==> src/rtl/sdram_wb_arbiter.sv <==
// Two-master to one-slave Wishbone classic arbiter in front of the SDRAM controller.
// Optional watchdog abort is enabled by defining SDRAM_WB_ARB_WDOG_EN.
module sdram_wb_arbiter #(
  parameter int AW      = 32,
  parameter int DW      = 32,
  parameter int TIMEOUT = 255
) (
  input  logic            wb_clk,
  input  logic            wb_rst_n,
  input  logic [AW-1:0]   m0_adr_i,
  input  logic [DW-1:0]   m0_dat_i,
  input  logic [DW/8-1:0] m0_sel_i,
  input  logic            m0_we_i,
  input  logic            m0_cyc_i,
  input  logic            m0_stb_i,
  output logic [DW-1:0]   m0_dat_o,
  output logic            m0_ack_o,
  output logic            m0_err_o,
  input  logic [AW-1:0]   m1_adr_i,
  input  logic [DW-1:0]   m1_dat_i,
  input  logic [DW/8-1:0] m1_sel_i,
  input  logic            m1_we_i,
  input  logic            m1_cyc_i,
  input  logic            m1_stb_i,
  output logic [DW-1:0]   m1_dat_o,
  output logic            m1_ack_o,
  output logic            m1_err_o,
  output logic [AW-1:0]   s_adr_o,
  output logic [DW-1:0]   s_dat_o,
  output logic [DW/8-1:0] s_sel_o,
  output logic            s_we_o,
  output logic            s_cyc_o,
  output logic            s_stb_o,
  input  logic [DW-1:0]   s_dat_i,
  input  logic            s_ack_i,
  input  logic            s_err_i,
  output logic [1:0]      gnt_o
);

  typedef enum logic [1:0] {IDLE = 2'd0, OWN0 = 2'd1, OWN1 = 2'd2} state_t;

  state_t     r_state;
  state_t     w_next;
  logic       r_last;
  logic       w_last_next;
  logic [1:0] r_gnt;
  logic       w_ack;
  logic       w_err;

  assign gnt_o = r_gnt;

  // State, last-owner pointer and grant register
  always_ff @(posedge wb_clk or negedge wb_rst_n) begin
    if (!wb_rst_n) begin
      r_state <= IDLE;
      r_last  <= 1'b1;
      r_gnt   <= 2'b00;
    end else begin
      r_state <= w_next;
      r_last  <= w_last_next;
      r_gnt   <= {w_next == OWN1, w_next == OWN0};
    end
  end

  // Next-state: ties go to whichever master did not own the bus last
  always_comb begin
    w_next      = r_state;
    w_last_next = r_last;
    case (r_state)
      IDLE: begin
        if (m0_cyc_i && m1_cyc_i) begin
          w_next = r_last ? OWN0 : OWN1;
        end else if (m0_cyc_i) begin
          w_next = OWN0;
        end else if (m1_cyc_i) begin
          w_next = OWN1;
        end else begin
          w_next = IDLE;
        end
      end
      OWN0: begin
        if (!m0_cyc_i) begin
          w_next      = IDLE;
          w_last_next = 1'b0;
        end else begin
          w_next = OWN0;
        end
      end
      OWN1: begin
        if (!m1_cyc_i) begin
          w_next      = IDLE;
          w_last_next = 1'b1;
        end else begin
          w_next = OWN1;
        end
      end
      default: begin
        w_next = IDLE;
      end
    endcase
  end

`ifdef SDRAM_WB_ARB_WDOG_EN
  logic [7:0] r_wdog;
  logic       r_abort;
  logic       w_req_stb;
  logic       w_stall;
  logic       w_hit;
  logic       w_kill;

  // Stall detection uses the owner's raw strobe so the abort gating cannot feed back into it
  assign w_req_stb = (r_state == OWN0) ? (m0_cyc_i & m0_stb_i) :
                     (r_state == OWN1) ? (m1_cyc_i & m1_stb_i) : 1'b0;
  assign w_stall   = w_req_stb & ~r_abort & ~s_ack_i & ~s_err_i;
  assign w_hit     = w_stall & (r_wdog == 8'(TIMEOUT - 1));
  assign w_kill    = r_abort | w_hit;

  // Watchdog counter and abort window, both cleared when ownership moves
  always_ff @(posedge wb_clk or negedge wb_rst_n) begin
    if (!wb_rst_n) begin
      r_wdog  <= 8'd0;
      r_abort <= 1'b0;
    end else if (w_next != r_state) begin
      r_wdog  <= 8'd0;
      r_abort <= 1'b0;
    end else begin
      if (s_ack_i || s_err_i) begin
        r_wdog <= 8'd0;
      end else if (w_stall) begin
        r_wdog <= r_wdog + 8'd1;
      end else begin
        r_wdog <= r_wdog;
      end
      r_abort <= r_abort | w_hit;
    end
  end
`endif

  // Request mux toward the slave and response routing back to the owner
  always_comb begin
    s_adr_o  = '0;
    s_dat_o  = '0;
    s_sel_o  = '0;
    s_we_o   = 1'b0;
    s_cyc_o  = 1'b0;
    s_stb_o  = 1'b0;
    m0_dat_o = '0;
    m0_ack_o = 1'b0;
    m0_err_o = 1'b0;
    m1_dat_o = '0;
    m1_ack_o = 1'b0;
    m1_err_o = 1'b0;
`ifdef SDRAM_WB_ARB_WDOG_EN
    w_ack = s_ack_i & ~w_kill;
    w_err = w_kill ? w_hit : s_err_i;
`else
    w_ack = s_ack_i;
    w_err = s_err_i;
`endif
    case (r_state)
      OWN0: begin
        s_adr_o  = m0_adr_i;
        s_dat_o  = m0_dat_i;
        s_sel_o  = m0_sel_i;
        s_we_o   = m0_we_i;
        s_cyc_o  = m0_cyc_i;
        s_stb_o  = m0_cyc_i & m0_stb_i;
        m0_dat_o = s_dat_i;
        m0_ack_o = w_ack;
        m0_err_o = w_err;
      end
      OWN1: begin
        s_adr_o  = m1_adr_i;
        s_dat_o  = m1_dat_i;
        s_sel_o  = m1_sel_i;
        s_we_o   = m1_we_i;
        s_cyc_o  = m1_cyc_i;
        s_stb_o  = m1_cyc_i & m1_stb_i;
        m1_dat_o = s_dat_i;
        m1_ack_o = w_ack;
        m1_err_o = w_err;
      end
      default: begin
      end
    endcase
`ifdef SDRAM_WB_ARB_WDOG_EN
    if (w_kill) begin
      s_cyc_o = 1'b0;
      s_stb_o = 1'b0;
    end else begin
      s_cyc_o = s_cyc_o;
      s_stb_o = s_stb_o;
    end
`endif
  end

endmodule
==> config.mk <==
export PLATFORM = sky130hd
export DESIGN_NAME = sdram_wb_arbiter
export DESIGN_NICKNAME = d
export VERILOG_FILES = /design/src/rtl/sdram_wb_arbiter.sv
export SDC_FILE = /design/constraint.sdc
export NUM_CORES = 1
export LEC_CHECK = 0
export CORE_AREA = 2 2 123 125
export CTS_CLUSTER_DIAMETER = 100
export CTS_CLUSTER_SIZE = 28
export DETAILED_ROUTE_END_ITERATION = 6
export DIE_AREA = 0 0 125 127
export GPL_TIMING_DRIVEN = 0
export PLACE_DENSITY = 0.61
export SLEW_MARGIN = 30
export SYNTH_ARGS = -nofsm -noshare
export SYNTH_HDL_FRONTEND = slang
export SYNTH_SLANG_ARGS = --single-unit
==> constraint.sdc <==
create_clock -name wb_clk -period 2.44 [get_ports wb_clk]
set_clock_uncertainty 0.15 [all_clocks]
set_input_delay 0.732 -clock wb_clk [delete_from_list [all_inputs] [get_ports wb_clk]]
set_output_delay 0.732 -clock wb_clk [all_outputs]
set_load 0.05 [all_outputs]
Yosys cells after proc, flatten, opt, wreduce, memory -nomap -nowiden

Cells that the tools add are included.

Output and inout bits: 141
Logic and storage cells: 36
Bits in registers: 5
Input bits: 178

Multiplexer cells: 21
Reduce and logical (&&, ||, !) cells: 4
Bitwise operators: 2
Equality and inequality tests: 6

Operators with widths:

| kind                                                                   | number |
|---|---|
| 32-bit case mux with 2 select lines                                    | 2 |
| 32-bit 2-to-1 mux                                                      | 2 |
| 2-bit 2-to-1 mux                                                       | 4 |
| 1-bit case mux with 2 select lines                                     | 4 |
| 4-bit case mux with 2 select lines                                     | 1 |
| 1-bit 2-to-1 mux                                                       | 7 |
| 2-bit case mux with 3 select lines                                     | 1 |
| 2-bit by 1-bit equality test with 1-bit output (second input constant) | 2 |
| 2-bit equality test (second input constant)                            | 2 |
| 2-bit inequality test (second input constant)                          | 2 |
| 3-bit AND reduction                                                    | 1 |
| 1-bit AND                                                              | 2 |
| 2-bit zero test                                                        | 1 |
| 2-bit nonzero test                                                     | 1 |
| 1-bit logical AND                                                      | 1 |

Depth between registers and ports, before layout

Gate-level depths: netlist (run 1).

Word-level depth: 5
Gate-level depth with buffers: 7
Gate-level depth less buffers: 5

Least setup slack after synthesis (run 1)

Ideal clock, no wire load.

Path kind: flip-flop to output port
Start: register r_state[0]
End: output port s_stb_o
Slack: -0.529 ns
Cell stages (with the launch flop): 7
Data arrival time: 2.087 ns
Path buffers: 2
Data required time: 1.558 ns
Cell sequence: dfrtp_1 > inv_1 > ha_1 > buf_6 > buf_2 > nand3_1 > a21boi_0

Word-level cells in the longest chain between the ends: 2
Elaborated cells between the ends (all ways): 3
Classes of those cells: eq/ne (2); mux (1)

RTL lines:

| item                                                                                         | line | text |
|---|---|---|
| start: declaration                                                                           | 42   | `state_t r_state;` |
| start signal: assignment                                                                     | 59   | `r_state <= w_next;` |
| 2-bit equality test / 2-bit by 1-bit equality test with 1-bit output (equally long branches) | 160  | `case (r_state)` |
| 1-bit case mux with 2 select lines (*)                                                       | 160  |  |
| end: declaration                                                                             | 33   | `output logic s_stb_o,` |

Mark *: on every way between the ends. The rest lies on a longest branch, timed or not.

Final worst setup path (run 1)

Start: register r_state[1]
End: output port s_dat_o[6]

Word-level cells in the longest chain between the ends: 2
Elaborated cells between the ends (all ways): 3
Classes of those cells: eq/ne (2); mux (1)

RTL lines:

| item                                                                                         | line | text |
|---|---|---|
| 2-bit equality test / 2-bit by 1-bit equality test with 1-bit output (equally long branches) | 160  |  |
| 32-bit case mux with 2 select lines (*)                                                      | 160  |  |
| end: declaration                                                                             | 29   | `output logic [DW-1:0] s_dat_o,` |

Marks and branches as above.

==> results.md, run 1 <==
* Fin. max-slew vios at 0
* Synth cell count leaders: 71 x nor2b_1, 70 x a22oi_1, 69 x and2_1, 16 x buf_2, 10 x clkbuf_1
* Fmax achieved at 0.377 GHz
* Post-CTS Hold Buffers at 0
* Detailed router's first-iteration violation count at 49
* Initial antenna violation count at 0
* Routed wl met3 at around 890 um
* Die Wd at about 130 um
* Sequential area share after synthesis at 6.80%
* Max-Cap Viols at 0
* Die ar. at 15900 sq um
* Worst Path Arrival at 1770 ps
* Top FF cell, synth: dfrtp_1
* WP data required at 1560 ps
* Number of nets still failing antenna checks after routing at 0
* Cell variety after synth at 20
* Layout cell share with drive strength beyond 1 at 70.2%
* Clk root buf: clkbuf_16
* Ranking of synthesized cells by area: a22oi_1 28%, nor2b_1 24%, and2_1 23%, dfrtp_1 5.4%, buf_2 4.3%
* Synth top area share at 28.3%
* Rows at 44
* Pin count of the biggest net entering global routing at 11
* Design area at 7610 sq um
* Overall fraction of global-route tracks in use at roughly 17%
* Min cycle time layout at approximately 2700 ps
* Via count at 3569
* DRC Markers at 0
* Layout Utilization at 52.8%
* Vias/cell at 4.24
* Setup CP Type: reg2out
* # IOs at roughly 320
* PnR worst setup slack at -216 ps
* Uppermost layer routed: met4
* Failing checks: setup timing
* CTS tree: built
* Wirelength per Cell at about 18 um
* Clock slew at reported path FFs at 30 ps
* Syn nets at 447
* Starting Density at 12.9%
* Power per cell area at 1270 nW/um^2
* Top-count cell post-synth: nor2b_1
* Finish-stage setup viols at 128
* N_diodes at 0
* Overall routed net length at between 15 and 20 mm
* Yosys reg bits at 5
* Final period utilization at 109%
* Pre-antenna DRT Iters at 4
* Max VDD drop at 657 uV
* Post-synth EDFFs at 0
* Setup_tns at -16670 ps
* First-pass GRT wire length at 21.7 mm
* Die Ht at 127 um
* Quantity of I/O buffers inserted on ports at 318
* Post-Syn Area at 1860 sq um
* Crit. End Element: output pin
* Status: finished with violations
* GRT overflow at 0
* Vias in the first global route at approximately 4000
* Relative slew slack at 65.2%
* RSZ-0062 raised after global routing: true
* Yosys top cell by area: a22oi_1
* DP Area at roughly 5400 sq um
* Length of routed met2 wiring at 8.58 mm
* CP Max Fanout at 5
* Area growth syn-to-layout at 310%
* Final hold vios at 0
* YS warnings at 0
* Clk buf depth at 2
* Met1 WL at 5.40 mm
* Syn avg cell area at 7.01 sq um
* Post-Syn Instances at 265
* Worst slew pin tran at roughly 520 ps
* Worst hold path type: reg2reg
* CP Launch Type: flip-flop
* Leakage dissipation at 3.08 nW
* GP Congestion at 0.843
* FFs w/ async S/R, synth at 100%
* Number of buffers created by CTS at 3
* DP Wirelength at between 10 and 15 mm
* CORE AREA at 14400 sq um
* H-tree levels at 1
* Clk Latency, worst-skew pair at 230 ps
* Fin nets at 840
* CTS sink cnt at 5
[timing repair]
action	in CTS	in global routing
setup buffers	42	28
cloned	8	3
resized for setup	1232	121
setup endpoints to repair	139	139
pin swaps	25	32
[where the power goes]
| part | internal, mW | leakage, nW | total, mW | switching [mW] |
|---|---|---|---|---|
| logic | 4.63 | 2.98 | 9.28 | 4.66 |
| clock network | 0.217 | 0.0382 | 0.272 | 0.0554 |
| registers | 0.126 | 0.0626 | 0.150 | 0.0239 |
| total | 4.97 | 3.08 | 9.71 | 4.73 |
[path summary, 6_finish.rpt]
kind                                      startpoint                  to  slack (ps)  cells after the start
max in group asynchronous                   wb_rst_n  r_last$_DFFE_PN1P_        1310                      1
worst max register to register  r_state[1]$_DFF_PN0_  gnt_o[0]$_DFF_PN0_         490                      8
worst min-delay path              r_last$_DFFE_PN1P_  r_last$_DFFE_PN1P_         400                      1
min in group asynchronous                   wb_rst_n  gnt_o[1]$_DFF_PN0_         580                      1
worst min register to register    r_last$_DFFE_PN1P_  r_last$_DFFE_PN1P_         400                      1
worst max-delay path            r_state[1]$_DFF_PN0_          s_dat_o[6]        -220                      9
[cell families after synthesis]
kind of cell	after synthesis	synth area share, %
simple gates	147	50.4
flops	5	6.80
compound gates	75	30.4
fa+ha+maj	4	2.69
buf+inv	34	9.76
[per-layer routing]
metal  global-route usage (%)  vias up
met5                        0        -
met4                     3.01        0
met3                     3.27       14
met2                     35.4      180
met1                     17.3     1671
li1                         -     1704
[worst max-delay path, cell delays in order (launching register included)]
cell     delay, ps
dfrtp_1        390
buf_6          130
ha_4           180
buf_6          130
buf_8          110
buf_6          130
buf_6          110
a22oi_2        150
nor2b_2         60
buf_6          150
[through the flow]
step           hold WS [ps]  std cells  total power [mW]  worst slack [ps]
2_1_floorplan           286        265              4.36              -161
3_3_place_gp            391        767              6.35              -877
3_5_place_dp            397        767              6.41              -884
4_1_cts                 402        820              8.99              -349
5_1_grt                 414        841              10.1              -293
6_report                396        841              9.71              -216
[state kept, by name, indices dropped and copies added (netlist names)]
signal   flops
gnt_o        2
r_state      2
r_last       1
[layout by cell type, fill, tap and decap left out, drive strengths merged, types with 2 or more instances in the layout]
| master | netlist | final |
|---|---|---|
| nor2 | 3 | 3 |
| clkbuf | 10 | 11 |
| nand3 | 2 | 2 |
| inv | 3 | 3 |
| and2 | 69 | 69 |
| nor2b | 71 | 71 |
| dlygate4sd2 | 0 | 7 |
| dfrtp | 4 | 4 |
| ha | 4 | 4 |
| clkdlybuf4s50 | 0 | 171 |
| a22oi | 70 | 70 |
| buf | 21 | 233 |
| a21boi | 2 | 2 |
[layout make-up]
class | count | area, sq um
inverter | 3 | 11.3
buffer | 23 | 329
multi-input combinational | 226 | 2280
timing repair buffer | 396 | 4560
tap | 184 | 230
sequential | 5 | 126
fill | 1243 | 6810
clock buffer | 4 | 78.8
Note: power is estimated with default switching activity, not from simulation.
==> run 2: changes to the inputs <==
Settings changed: HOLD_SLACK_MARGIN set to 0.1.
==> results of run 2 <==
Same layout as run 1: the final DEF is identical, and so are final timing and power.
==> run 3: changes to the inputs <==
Settings changed: PLACE_DENSITY 0.61 to 0.51.
Clock period 2.44 ns to 2.7 ns, I/O delays scaled along.
==> results.md, run 3 (synthesis gave the netlist of run 1 again) <==
* Leakage dissipation at 2.36 nW
* Via count at 3236
* Die Wd at 125 um
* Layout Utilization at 38.6%
* DP Wirelength at 10.2 mm
* Hold path start: r_last$_DFFE_PN1P_
* H-tree levels at 1
* Rows at 44
* Most frequent cells in the layout: 171 x clkdlybuf4s50_1, 84 x buf_4, 69 x and2_1, 61 x buf_6, 57 x nor2b_1
* CTS sink cnt at 5
* Most common cell after layout, fill and taps aside: clkdlybuf4s50_1
* Fmax achieved at around 0.37 GHz
* CP Max Fanout at 1
* Status: complete, no violations
* Worst hold path depth at 1
* GRT overflow at 0
* Clk Latency, worst-skew pair at 230 ps
* Number of buffers created by CTS at 3
* N_diodes at 0
* Clock slew at reported path FFs at ~30 ps
* PnR worst setup slack at 30.5 ps
* Die ar. at 15900 sq um
* Vias/cell at 4.16
* # IOs at 319
* Fin. max-slew vios at 0
* CTS tree: built
* Hold worst-path end: r_last$_DFFE_PN1P_
* Wirelength per Cell at 16.2 um
* DRC Markers at 0
* Final hold slack at ~380 ps
* Overall routed net length at approximately 13 mm
* Clk buf depth at 2
* GP Congestion at 0.812
* CORE AREA at ~14000 sq um
* Power per cell area at 1130 nW/um^2
* Cells on worst reg2reg path at 6
* Clk root buf: clkbuf_16
* Worst hold path type: reg2reg
* First-pass GRT wire length at between 15 and 20 mm
* Pin count of the biggest net entering global routing at 11
* Pre-CTS WS at -773 ps
* Pre-antenna DRT Iters at 4
* Max-Cap Viols at 0
* Area growth syn-to-layout at 200%
* R2R setup slack at slightly above 1000 ps
* Quantity of I/O buffers inserted on ports at 318
* Fill cells at 1514
* Worst Path Arrival at 1710 ps
* Setup_tns at 0 ps
* Vias in the first global route at 3243
* RR Endpoint: gnt_o[0]$_DFF_PN0_
* Layout cell share with drive strength beyond 1 at 36.9%
* Min cycle time layout at 2670 ps
* Reg-to-reg startpoint: r_state[1]$_DFF_PN0_
* Die Ht at 127 um
* Detailed router's first-iteration violation count at 87
* Number of nets still failing antenna checks after routing at 0
* Setup CP Type: in2out
* RSZ-0062 raised after global routing: true
* Max VDD drop at between 400 and 500 uV
* Overall fraction of global-route tracks in use at a little over an eighth
* Fin nets at ~780
* Initial antenna violation count at 0
* Starting Density at 12.9%
* Final hold vios at 0
* Relative slew slack at 62.8%
* Crit. End Element: output pin
* Worst slew pin tran at 557 ps
* CP Launch Type: input port
* Finish-stage setup viols at 0
* WP data required at about 1700 ps
* Final period utilization at between 90% and 100%
* Tot Pwr at 6.27 mW
==> run 3: cell types whose count changed in the layout (fill, tap and decap cells not counted), sizes merged <==
cell and delta:
buf -73, clkbuf +9, dlygate4sd2 -4, dlymetal6s2s +4
==> run 3: how the worst max path moves through the flow <==
stage                         startpoint          end  slack, ps
floorplan           r_state[0]$_DFF_PN0_  s_adr_o[10]          7
finish                      m1_dat_i[23]  s_dat_o[23]         30
global placement                m0_cyc_i      s_cyc_o       -760
CTS                 r_state[1]$_DFF_PN0_   s_adr_o[2]         -4
global route        r_state[1]$_DFF_PN0_      s_stb_o        -50
detailed placement              m0_cyc_i      s_cyc_o       -770
==> run 3: report_power, final <==
part	total, mW	internal, mW	switching (mW)
clock	0.247	0.196	0.0512
sequential	0.136	0.114	0.0220
combinational	5.89	2.33	3.55
==> run 3: layout make-up <==
type                            count  area (sq um)  area share (%)
Timing Repair Buffer              324          3120            56.1
Multi-Input combinational cell    226          1690            30.4
Buffer                             31           305            5.48
Tap cell                          184           230            4.14
Sequential cell                     5           126            2.27
Clock buffer                        4          78.8            1.42
Inverter                            3          11.3           0.202
==> run 3: critical path: stages <==
cell,delay [ps]
clkdlybuf4s50_1,490
a22oi_1,90
nor2b_1,110
buf_4,200
==> run 3: routing by layer <==
layer	GRT usage [%]	wire length, um
met3	3.35	949
met4	3.27	272
met5	0	0
met2	25.4	6700
met1	15.5	4650
==> run 3: timing repair <==
action / CTS / global route
buffers inserted: 1 / 2
resized for setup: 862 / 116
endpoints found under the setup margin: 139 / 130
cloned: 0 / 3
hold buffers: 0 / 0
==> run 3: per-stage QoR <==
step,std cells,area [sq um]
detailed placement,767,5300
floorplan,265,1880
finish,777,5570
global route,777,5570
global placement,767,5300
CTS,772,5100
